<file path="config.mk">
export PLATFORM = sky130hd
export DESIGN_NAME = conv_layer_sequencer
export DESIGN_NICKNAME = d
export VERILOG_FILES = /design/src/rtl/conv_seq_pkg.sv /design/src/rtl/conv_seq_pacer.sv /design/src/rtl/conv_layer_sequencer.sv
export SDC_FILE = /design/constraint.sdc
export NUM_CORES = 1
export LEC_CHECK = 0
export CELL_PAD_IN_SITES_DETAIL_PLACEMENT = 1
export CELL_PAD_IN_SITES_GLOBAL_PLACEMENT = 2
export CORE_MARGIN = 2
export CORE_UTILIZATION = 21
export CTS_CLUSTER_SIZE = 24
export DETAILED_ROUTE_END_ITERATION = 6
export PLACE_DENSITY_LB_ADDON = 0.12
export SLEW_MARGIN = 15
export SYNTH_ARGS = -nofsm -noshare
export SYNTH_HDL_FRONTEND = slang
export SYNTH_SLANG_ARGS = --single-unit
</file>
<file path="constraint.sdc">
create_clock -name clk -period 2.1 [get_ports clk]
set_clock_uncertainty 0.1 [all_clocks]
set_input_delay 0.42 -clock clk [delete_from_list [all_inputs] [get_ports clk]]
set_output_delay 0.42 -clock clk [all_outputs]
set_load 0.05 [all_outputs]
</file>
<file path="src/rtl/conv_seq_pkg.sv">
// ============================================================================
// Module  : conv_seq_pkg
// Brief   : Shared state encoding and sizing helper for the conv layer sequencer.
// Revision: 1.0 - initial release
// ============================================================================
`default_nettype none

package conv_seq_pkg;

  typedef enum logic [1:0] {
    IDLE  = 2'd0,
    FEED  = 2'd1,
    DRAIN = 2'd2,
    DONE  = 2'd3
  } conv_seq_state_t;

  // Wide enough to hold a full-frame count (0..W*W inclusive).
  function automatic int pix_cnt_width(input int image_width);
    return $clog2(image_width * image_width + 1);
  endfunction

endpackage

`default_nettype wire

</file>
<file path="src/rtl/conv_seq_pacer.sv">
// ============================================================================
// Module  : conv_seq_pacer
// Brief   : Down-counter enforcing a minimum spacing between issued pixels.
// Revision: 1.0 - initial release
// ============================================================================
`default_nettype none

module conv_seq_pacer
  import conv_seq_pkg::*;
#(
  parameter int CYCLES_PER_PIXEL = 2
) (
  input  logic clk,
  input  logic res_n,
  input  logic i_load,
  output logic o_pace_ok
);

  localparam int c_PW = (CYCLES_PER_PIXEL > 1) ? $clog2(CYCLES_PER_PIXEL) : 1;
  localparam logic [c_PW-1:0] c_RELOAD = c_PW'(CYCLES_PER_PIXEL - 1);

  logic [c_PW-1:0] r_pace_cnt;

  always_ff @(posedge clk) begin
    if (res_n) begin
      r_pace_cnt <= '0;
    end else if (i_load) begin
      r_pace_cnt <= c_RELOAD;
    end else if (r_pace_cnt != '0) begin
      r_pace_cnt <= r_pace_cnt - c_PW'(1);
    end
  end

  assign o_pace_ok = (r_pace_cnt == '0);

endmodule

`default_nettype wire

</file>
<file path="src/rtl/conv_layer_sequencer.sv">
// ============================================================================
// Module  : conv_layer_sequencer
// Brief   : Frame controller pacing a pixel stream into a conv+pool layer.
//           Optional drain watchdog enabled by defining CONV_SEQ_WATCHDOG_EN.
// Revision: 1.0 - initial release
// ============================================================================
`default_nettype none

module conv_layer_sequencer
  import conv_seq_pkg::*;
#(
  parameter int BIT_SIZE         = 32,
  parameter int IMAGE_WIDTH      = 4,
  parameter int CYCLES_PER_PIXEL = 2,
  parameter int DRAIN_TIMEOUT    = 256
) (
  input  logic                                 clk,
  input  logic                                 res_n,
  input  logic                                 start,
  input  logic                                 src_valid,
  input  logic [BIT_SIZE-1:0]                  src_data,
  output logic                                 src_ready,
  input  logic                                 layer_out_ready,
  input  logic                                 layer_pooling_done,
  output logic                                 layer_in_valid,
  output logic [BIT_SIZE-1:0]                  layer_in_data,
  output logic                                 busy,
  output logic                                 frame_done,
  output logic [pix_cnt_width(IMAGE_WIDTH)-1:0] pix_count,
  output logic                                 timeout_err
);

  localparam int c_PCW = pix_cnt_width(IMAGE_WIDTH);
  localparam logic [c_PCW-1:0] c_LAST = c_PCW'(IMAGE_WIDTH * IMAGE_WIDTH - 1);

  conv_seq_state_t     r_state;
  logic [c_PCW-1:0]    r_pix_count;
  logic                r_layer_in_valid;
  logic [BIT_SIZE-1:0] r_layer_in_data;
  logic                r_frame_done;
  logic                r_done_seen;
  logic                r_pool_d;

  logic w_pace_ok;
  logic w_accept;
  logic w_pool_rise;

`ifdef CONV_SEQ_WATCHDOG_EN
  localparam int c_DW = $clog2(DRAIN_TIMEOUT + 1);
  localparam logic [c_DW-1:0] c_DT_LAST = c_DW'(DRAIN_TIMEOUT - 1);
  logic [c_DW-1:0] r_drain_cnt;
  logic            r_timeout_err;
`endif

  conv_seq_pacer #(
    .CYCLES_PER_PIXEL (CYCLES_PER_PIXEL)
  ) u_pacer (
    .clk       (clk),
    .res_n     (res_n),
    .i_load    (w_accept),
    .o_pace_ok (w_pace_ok)
  );

  assign src_ready   = (r_state == FEED) & w_pace_ok & layer_out_ready;
  assign w_accept    = src_valid & src_ready;
  // Only an edge counts, so a level left high by a previous frame is ignored.
  assign w_pool_rise = layer_pooling_done & ~r_pool_d;

  always_ff @(posedge clk) begin
    if (res_n) begin
      r_state          <= IDLE;
      r_pix_count      <= '0;
      r_layer_in_valid <= 1'b0;
      r_layer_in_data  <= '0;
      r_frame_done     <= 1'b0;
      r_done_seen      <= 1'b0;
      r_pool_d         <= 1'b0;
`ifdef CONV_SEQ_WATCHDOG_EN
      r_drain_cnt      <= '0;
      r_timeout_err    <= 1'b0;
`endif
    end else begin
      r_pool_d         <= layer_pooling_done;
      r_layer_in_valid <= w_accept;
      r_frame_done     <= 1'b0;
      if (w_accept) begin
        r_layer_in_data <= src_data;
        r_pix_count     <= r_pix_count + c_PCW'(1);
      end
      if (w_pool_rise && (r_state == FEED || r_state == DRAIN)) begin
        r_done_seen <= 1'b1;
      end
      case (r_state)
        IDLE: begin
          if (start) begin
            r_state     <= FEED;
            r_pix_count <= '0;
            r_done_seen <= 1'b0;
`ifdef CONV_SEQ_WATCHDOG_EN
            r_drain_cnt   <= '0;
            r_timeout_err <= 1'b0;
`endif
          end
        end
        FEED: begin
          if (w_accept && r_pix_count == c_LAST) begin
            r_state <= DRAIN;
          end
        end
        DRAIN: begin
          if (r_done_seen) begin
            r_state      <= DONE;
            r_frame_done <= 1'b1;
          end
`ifdef CONV_SEQ_WATCHDOG_EN
          else if (r_drain_cnt == c_DT_LAST) begin
            r_state       <= DONE;
            r_frame_done  <= 1'b1;
            r_timeout_err <= 1'b1;
          end else begin
            r_drain_cnt <= r_drain_cnt + c_DW'(1);
          end
`endif
        end
        DONE:    r_state <= IDLE;
        default: r_state <= IDLE;
      endcase
    end
  end

  assign layer_in_valid = r_layer_in_valid;
  assign layer_in_data  = r_layer_in_data;
  assign frame_done     = r_frame_done;
  assign pix_count      = r_pix_count;
  assign busy           = (r_state != IDLE);

`ifdef CONV_SEQ_WATCHDOG_EN
  assign timeout_err = r_timeout_err;
`else
  // No watchdog: DRAIN waits indefinitely and the flag never sets.
  assign timeout_err = (DRAIN_TIMEOUT < 0);
`endif

endmodule

`default_nettype wire

</file>
-- Yosys cells after proc, flatten, opt, wreduce, memory -nomap -nowiden
Index checks and enable logic that the tools add are counted.
- add/subtract/negate cells: 2
- equality and inequality tests: 7
- multiplexer cells: 13
- bitwise logic cells: 7
- reduce and logical (&&, ||, !) cells: 7
- operator list (kind ; count):
    $mux W5 ; 3
    $pmux W2 S4 ; 1
    $mux W1 ; 6
    $mux W2 ; 3
    $add A5 B1 Y5 const B ; 1
    $eq A5 B4 Y1 const B ; 1
    $and A1 B1 Y1 ; 4
    $eq A2 B2 Y1 const B ; 2
    $ne A2 B2 Y1 const B ; 2
    $not A1 Y1 ; 3
    $reduce_and A3 Y1 ; 1
    $eq A2 B1 Y1 const B ; 1
    $logic_and A1 B1 Y1 ; 2
    $logic_not A2 Y1 ; 1
    $ne A2 B1 Y1 const B ; 1
    $reduce_bool A2 Y1 ; 1
    $reduce_or A2 Y1 ; 1
    $logic_or A1 B1 Y1 ; 1
    $sub A1 B1 Y1 const B ; 1
- register bits: 44
- bits of input ports: 38
- output and inout bits: 42
- word-level logic and storage cells: 44

-- Logic depth before layout (Yosys ltp)
Gate-level depths: netlist (run 1).
- word-level depth: 7
- mapped depth: 7
- mapped depth without buffers: 6

-- Hierarchy
A second synthesis (run 1) with hierarchy kept.
- cells, all modules: 201
- area total of the unflattened synthesis: 1670.4 um^2
- modules (own cells, without submodules) (module ; instances ; cells an instance ; area an instance (um^2) ; sequential area each (um^2)):
    conv_layer_sequencer ; 1 ; 198 ; 1632.8 ; 860.8
    conv_seq_pacer ; 1 ; 3 ; 37.5 ; 20.0

-- Least setup slack after synthesis (run 1)
Ideal clock, no wire load.
- path type: flip-flop to flip-flop
- start point: reg r_pix_count[0] (netlist: pix_count[0])
- end point: reg r_state[0]
- setup time: 0.086 ns
- arrival: 1.814 ns
- required time: 1.914 ns
- path slack: 0.100 ns
- cell stages (with the launch flop): 7
- path buffers: 0
- period minus slack after synthesis: 2.000 ns
- path through: dfxtp_1 ha_1 and3_1 ha_1 nand4b_1 a221o_1 a211oi_1
- longest elaborated chain between the ends: 4
- RTL lines (element ; line ; source):
    from (decl) ; conv_layer_sequencer.sv:37 ; logic [c_PCW-1:0] r_pix_count;
    from (signal assigned) ; conv_layer_sequencer.sv:88 ; r_pix_count <= r_pix_count + c_PCW'(1);
    $eq A5 B4 Y1 ; conv_layer_sequencer.sv:106 ; if (w_accept && r_pix_count == c_LAST) begin
    $logic_and A1 B1 Y1 ; conv_layer_sequencer.sv:106 ;
    $ne A2 B1 Y1 (no source line) ; n/a ;
    $reduce_and A3 Y1 (no source line) ; n/a ;
    to (signal assigned) ; conv_layer_sequencer.sv:107 ; r_state <= DRAIN;
    to (signal assigned) ; conv_layer_sequencer.sv:112 ; r_state <= DONE;
    to (signal assigned) ; conv_layer_sequencer.sv:125 ; DONE: r_state <= IDLE;
    to (decl) ; conv_layer_sequencer.sv:36 ; conv_seq_state_t r_state;
No other way between the ends.
A chain may end at the register's enable or synchronous reset.

-- Final worst setup path (run 1)
- start point: reg r_pix_count[2] (netlist: pix_count[2])
- end point: out pix_count[2]
- RTL lines (element ; line ; source):
    to (decl) ; conv_layer_sequencer.sv:29 ; output logic [pix_cnt_width(IMAGE_WIDTH)-1:0] pix_count,
No word-level cell between the ends.

==> results of run 1 <==
[cell usage after synthesis, drive strengths merged]
cell type  number
and3b           1
nor2            4
nand3           1
a221o           1
a21oi          36
nand4b          2
mux2i           1
clkbuf          3
dfxtp          43
conb            1
nand2b          2
nor2b           2
ha              5
xnor2           1
and4b           1
nand3b          1
inv             6
or3             2
a211oi          3
a21o            1
and3            1
o21ai           2
buf            10
nand2          67
[power groups by stage]
stage | registers [mW] | logic, mW | clock network, mW
global placement | 0.947 | 0.834 | 0
detailed placement | 0.948 | 0.835 | 0
global route | 0.938 | 0.889 | 0.638
floorplan | 1.11 | 0.337 | 0
finish | 0.926 | 0.822 | 0.578
CTS | 0.929 | 0.837 | 0.613
[logic make-up after synthesis]
group	count (synthesis)	synth area share
multiplexers	1	0.00614
XOR/XNOR	1	0.00537
other	1	0.00230
AO/OA/AOI/OAI	43	0.141
buffers and inverters	19	0.0583
adder cells (fa/ha/maj)	5	0.0384
AND/OR/NAND/NOR	84	0.220
flip-flops	43	0.528
[worst paths after layout]
| check | to | from | cells past startpoint |
|---|---|---|---|
| min reg2reg | frame_done$_SDFF_PP0_ | r_done_seen$_SDFF_PP0_ | 2 |
| min | frame_done$_SDFF_PP0_ | r_done_seen$_SDFF_PP0_ | 2 |
| max | pix_count[2] | pix_count[2]$_SDFF_PP0_ | 1 |
| max reg2reg | r_state[0]$_SDFFE_PP0P_ | pix_count[0]$_SDFF_PP0_ | 6 |
[area by class of cell]
type	count	area, µm²
well taps	102	128
multi-input cells	135	674
repair buffers	83	848
inverters	6	22.5
fillers	888	4970
flip-flops and latches	43	861
clock buffers	8	100
[registers in the layout (all words and copies together) (netlist names)]
signal          count
pix_count           5
r_done_seen         1
layer_in_data      32
layer_in_valid      1
r_state             2
r_pool_d            1
frame_done          1
[per-stage QoR]
step	cells	total power, mW	hold WS [ns]
after floorplan	197	1.44	0.317
after global placement	369	1.78	0.327
after detailed placement	369	1.78	0.337
after CTS	377	2.38	0.349
after global routing	377	2.46	0.374
final	377	2.33	0.342
[routing by layer]
metal / part of all wire / GRT usage
met1: 0.44 / 0.143
met2: 0.47 / 0.198
met3: 0.075 / 0.0411
met4: 0.016 / 0.0522
met5: 0 / 0
[repair_timing]
action	in CTS	in global routing
endpoints found under the hold margin	0	0
endpoints found under the setup margin	0	1
resized for setup	0	1
==> results.cfg, run 1 <==
[clocking]
cts_tree = built
cts_post_setup_buffers_inserted = 0
cts_hold_buffers = 0
numCtsBuffers = 5
htreeDepth = 2
clockBufferDepth = 2
cts.clk_slew.worst_paths_ns = 0.08
clock-root-buffer = clkbuf_8
clkLatencyLatePin_ns = 0.29
clock_sinks = 43

[pwr]
clkPwrFrac = 0.248
peakVddDrop_v = 0.000251
combPwrFrac = 0.353
share_seq_of_total_power = 0.398
switchingPower_mw = 0.804
p_leak_nw = 0.931
switching_share = 0.345
p_per_area_nw_per_um2 = 883
intPower_mw = 1.52

[detailed_routing]
routed_via_density = 4.18
drt_first_iter_violations = 30
wire_per_inst_um = 13.0
vias = 1577
drc = 0
wirelength_um = 4910
ant_nets = 0
first_pass_iters = 4

[setup_path]
path_delay_family = buffers and inverters
cp_max_fo = 5
path_cells = clkdlybuf4s50_1
r2r_setup_slack_ns = 0.35
crit_required_ns = 1.58
startpoint_type = register
slowest_delay_ns = 0.83
crit_path_end_kind = output port
arrival_ns = 1.53
critical_path_class = register to output port
cp_slowest_cell = clkdlybuf4s50_1
cp_num_buf_inv = 1

[outcome]
status = finished, final reports clean

[cells_and_area]
drive_above_1_share = 0.0582
final_common_cell = clkdlybuf4s50_1
stdcell_area_um2 = 2630
final_cell_mix = clkdlybuf4s50_1, nand2_1, dfxtp_1, a21oi_1, clkbuf_8
area_delta_synth_final_pct = 61.6
fin_util = 0.346
nNetsFinal = 317
n_antenna_cell = 0

[timing]
drv_slew = 0
hold_viol = 0
layout_min_cycle_time_ns = 2.05
finalSetupTns_ns = 0
setup_slack_ns = 0.0535
worstMarginPinSlew_ns = 0.531
fmax_mhz = 489
post-route-period-util = 0.975
slew_headroom = 0.645
setup_violations = 0
rsz0062_at_grt = no

[global_routing]
grt_pass1_wl_um = 8050
grt_antenna_before_repair = 0
grt_overflow = 0
grt_pass1_vias = 1662
track_usage = 0.121
grt_start_max_net_pins = 37

[logic_synthesis]
ys_types = 26
synth_fp_nets = 240
ys_seq_elements = 43
ys_seq_area_frac = 0.528
yosys.area.top_type = dfxtp_1
netlist.area_leader.share = 0.528
yosysWarnings = 0
syn-cell-area_um2 = 1630
synth_top_cells_by_area = dfxtp_1, nand2_1, a21oi_1, ha_1, buf_4
synthCells = 197
avgSynthCellArea_um2 = 8.28

[job]
cap_viol_max_count = 0

[placement]
hpwl_um = 3480
dp_slack_ns = 0.202
dpl_cell_area_um2 = 2530
portBuffers = 78
gp_congestion = 0.749

[floorplanning]
start_util = 0.214
die_y_um = 92.1
coreArea_um2 = 7610
io_pins = 80
die_area_um2 = 8480
die_x_um = 92.1
row_count = 32

[worst_hold_path]
hp-class = register to register
(Power assumes the default switching activity.)
==> run 2, diff against run 1 <==
Settings changed: CELL_PAD_IN_SITES_DETAIL_PLACEMENT 1 to default, CELL_PAD_IN_SITES_GLOBAL_PLACEMENT 2 to default, CORE_UTILIZATION 21 to 30.
==> run 2 against run 1 <==
Fmax decreased by 0.54%; count of clock-buffer cells in the layout stayed put; global-route usage rose by 2.2 points; worst hold slack got worse by 0.0010 ns; final area shrank 1.4%; clock power is 2% lower; die area shrank 29%; total power is 2.8% lower; sequential power is essentially flat; critical path type unchanged; highest routed layer unchanged.
==> results.cfg, run 2 (synthesis gave the netlist of run 1 again) <==
[outcome]
status = finished, final reports clean

[floorplanning]
row_count = 26
die_y_um = 77.7
start_util = 0.315
io_pins = 80
coreArea_um2 = 5170
die_area_um2 = 6040
die_x_um = 77.7

[setup_path]
cp_num_buf_inv = 1
path_cells = clkdlybuf4s50_1
path_delay_family = buffers and inverters
arrival_ns = 1.54
crit_required_ns = 1.58
cp_slowest_cell = clkdlybuf4s50_1
critical_path_class = register to output port
startpoint_type = register
crit_path_end_kind = output port
slowest_delay_ns = 0.84
cp_max_fo = 4

[global_routing]
track_usage = 0.143
grt_overflow = 0
grt_antenna_before_repair = 0
grt_start_max_net_pins = 39
grt_pass1_wl_um = 6840
grt_pass1_vias = 1537

[detailed_routing]
routed_via_density = 4.39
wirelength_um = 4070
drt_first_iter_violations = 37
ant_nets = 0
first_pass_iters = 4
vias = 1516
wire_per_inst_um = 11.8
drc = 0

[clocking]
clock-root-buffer = clkbuf_8
cts_tree = built
cts_hold_buffers = 0
clockBufferDepth = 2
clock_sinks = 43
cts.clk_slew.worst_paths_ns = 0.08
cts_resized = 0
htreeDepth = 2
clkLatencyLatePin_ns = 0.29
numCtsBuffers = 5
cts_post_setup_buffers_inserted = 0

[cells_and_area]
area_delta_synth_final_pct = 59.2
fillers = 510
drive_above_1_share = 0.0509
nNetsFinal = 317
largest_reg_flops = 32
final_cell_mix = clkdlybuf4s50_1, nand2_1, dfxtp_1, a21oi_1, clkbuf_8
final_common_cell = clkdlybuf4s50_1
stdcell_area_um2 = 2600
n_antenna_cell = 0

[timing]
post-route-period-util = 0.980
worstMarginPinSlew_ns = 0.526
layout_min_cycle_time_ns = 2.06
rsz0062_at_grt = no
hold_viol = 0
setup_violations = 0
drv_slew = 0
fmax_mhz = 486
slew_headroom = 0.649
finalSetupTns_ns = 0

[pwr]
p_per_area_nw_per_um2 = 871
p_leak_nw = 0.909
peakVddDrop_v = 0.000401

[worst_hold_path]
hp-class = register to register

[placement]
gp_congestion = 0.728
portBuffers = 78
hpwl_um = 2830
dpl_cell_area_um2 = 2500

[job]
cap_viol_max_count = 0
==> run 2: metal layers <==
layer	GRT usage	vias up	routed length, µm
li1	-	791	-
met2	0.226	49	1770
met3	0.0651	7	401
met5	0	-	0
met4	0.0643	0	72
met1	0.165	669	1830
==> run 2: path summary, 6_finish.rpt <==
kind | depth (start not counted) | slack (ns) | from | endpoint
min | 2 | 0.34 | r_done_seen$_SDFF_PP0_ | frame_done$_SDFF_PP0_
min reg2reg | 2 | 0.34 | r_done_seen$_SDFF_PP0_ | frame_done$_SDFF_PP0_
max | 1 | 0.04 | pix_count[0]$_SDFF_PP0_ | pix_count[0]
max reg2reg | 6 | 0.25 | pix_count[0]$_SDFF_PP0_ | r_state[0]$_SDFFE_PP0P_
==> run 2: final cells by class <==
cell class,instances,area [µm²],share of cell area
sequential,43,861,0.332
timing repair buffer,83,851,0.328
inverter,6,22.5,0.00867
multi-input combinational,135,674,0.260
tap,70,87.6,0.0337
clock buffer,8,100,0.0386
==> run 2: metrics by stage <==
step | hold WS, ns | power (mW) | util | setup WS, ns | instances
finish | 0.341 | 2.26 | 0.502 | 0.0423 | 345
global route | 0.378 | 2.38 | 0.502 | 0.00670 | 345
CTS | 0.341 | 2.30 | 0.502 | 0.0205 | 345
detailed placement | 0.339 | 1.72 | 0.483 | 0.221 | 337
global placement | 0.338 | 1.72 | 0.483 | 0.282 | 337
floorplan | 0.317 | 1.44 | - | 0.100 | 197
==> run 2: worst min-delay path: stages (launching register included) <==
cell and delay [ns]:
dfxtp_1 0.32, nand2_1 0.06, nor2_1 0.03
==> run 2: power breakdown <==
part	switching, mW	total (mW)	internal, mW
Combinational	0.467	0.773	0.306
Clock	0.264	0.564	0.300
Sequential	0.0372	0.923	0.886
Total	0.768	2.26	1.49
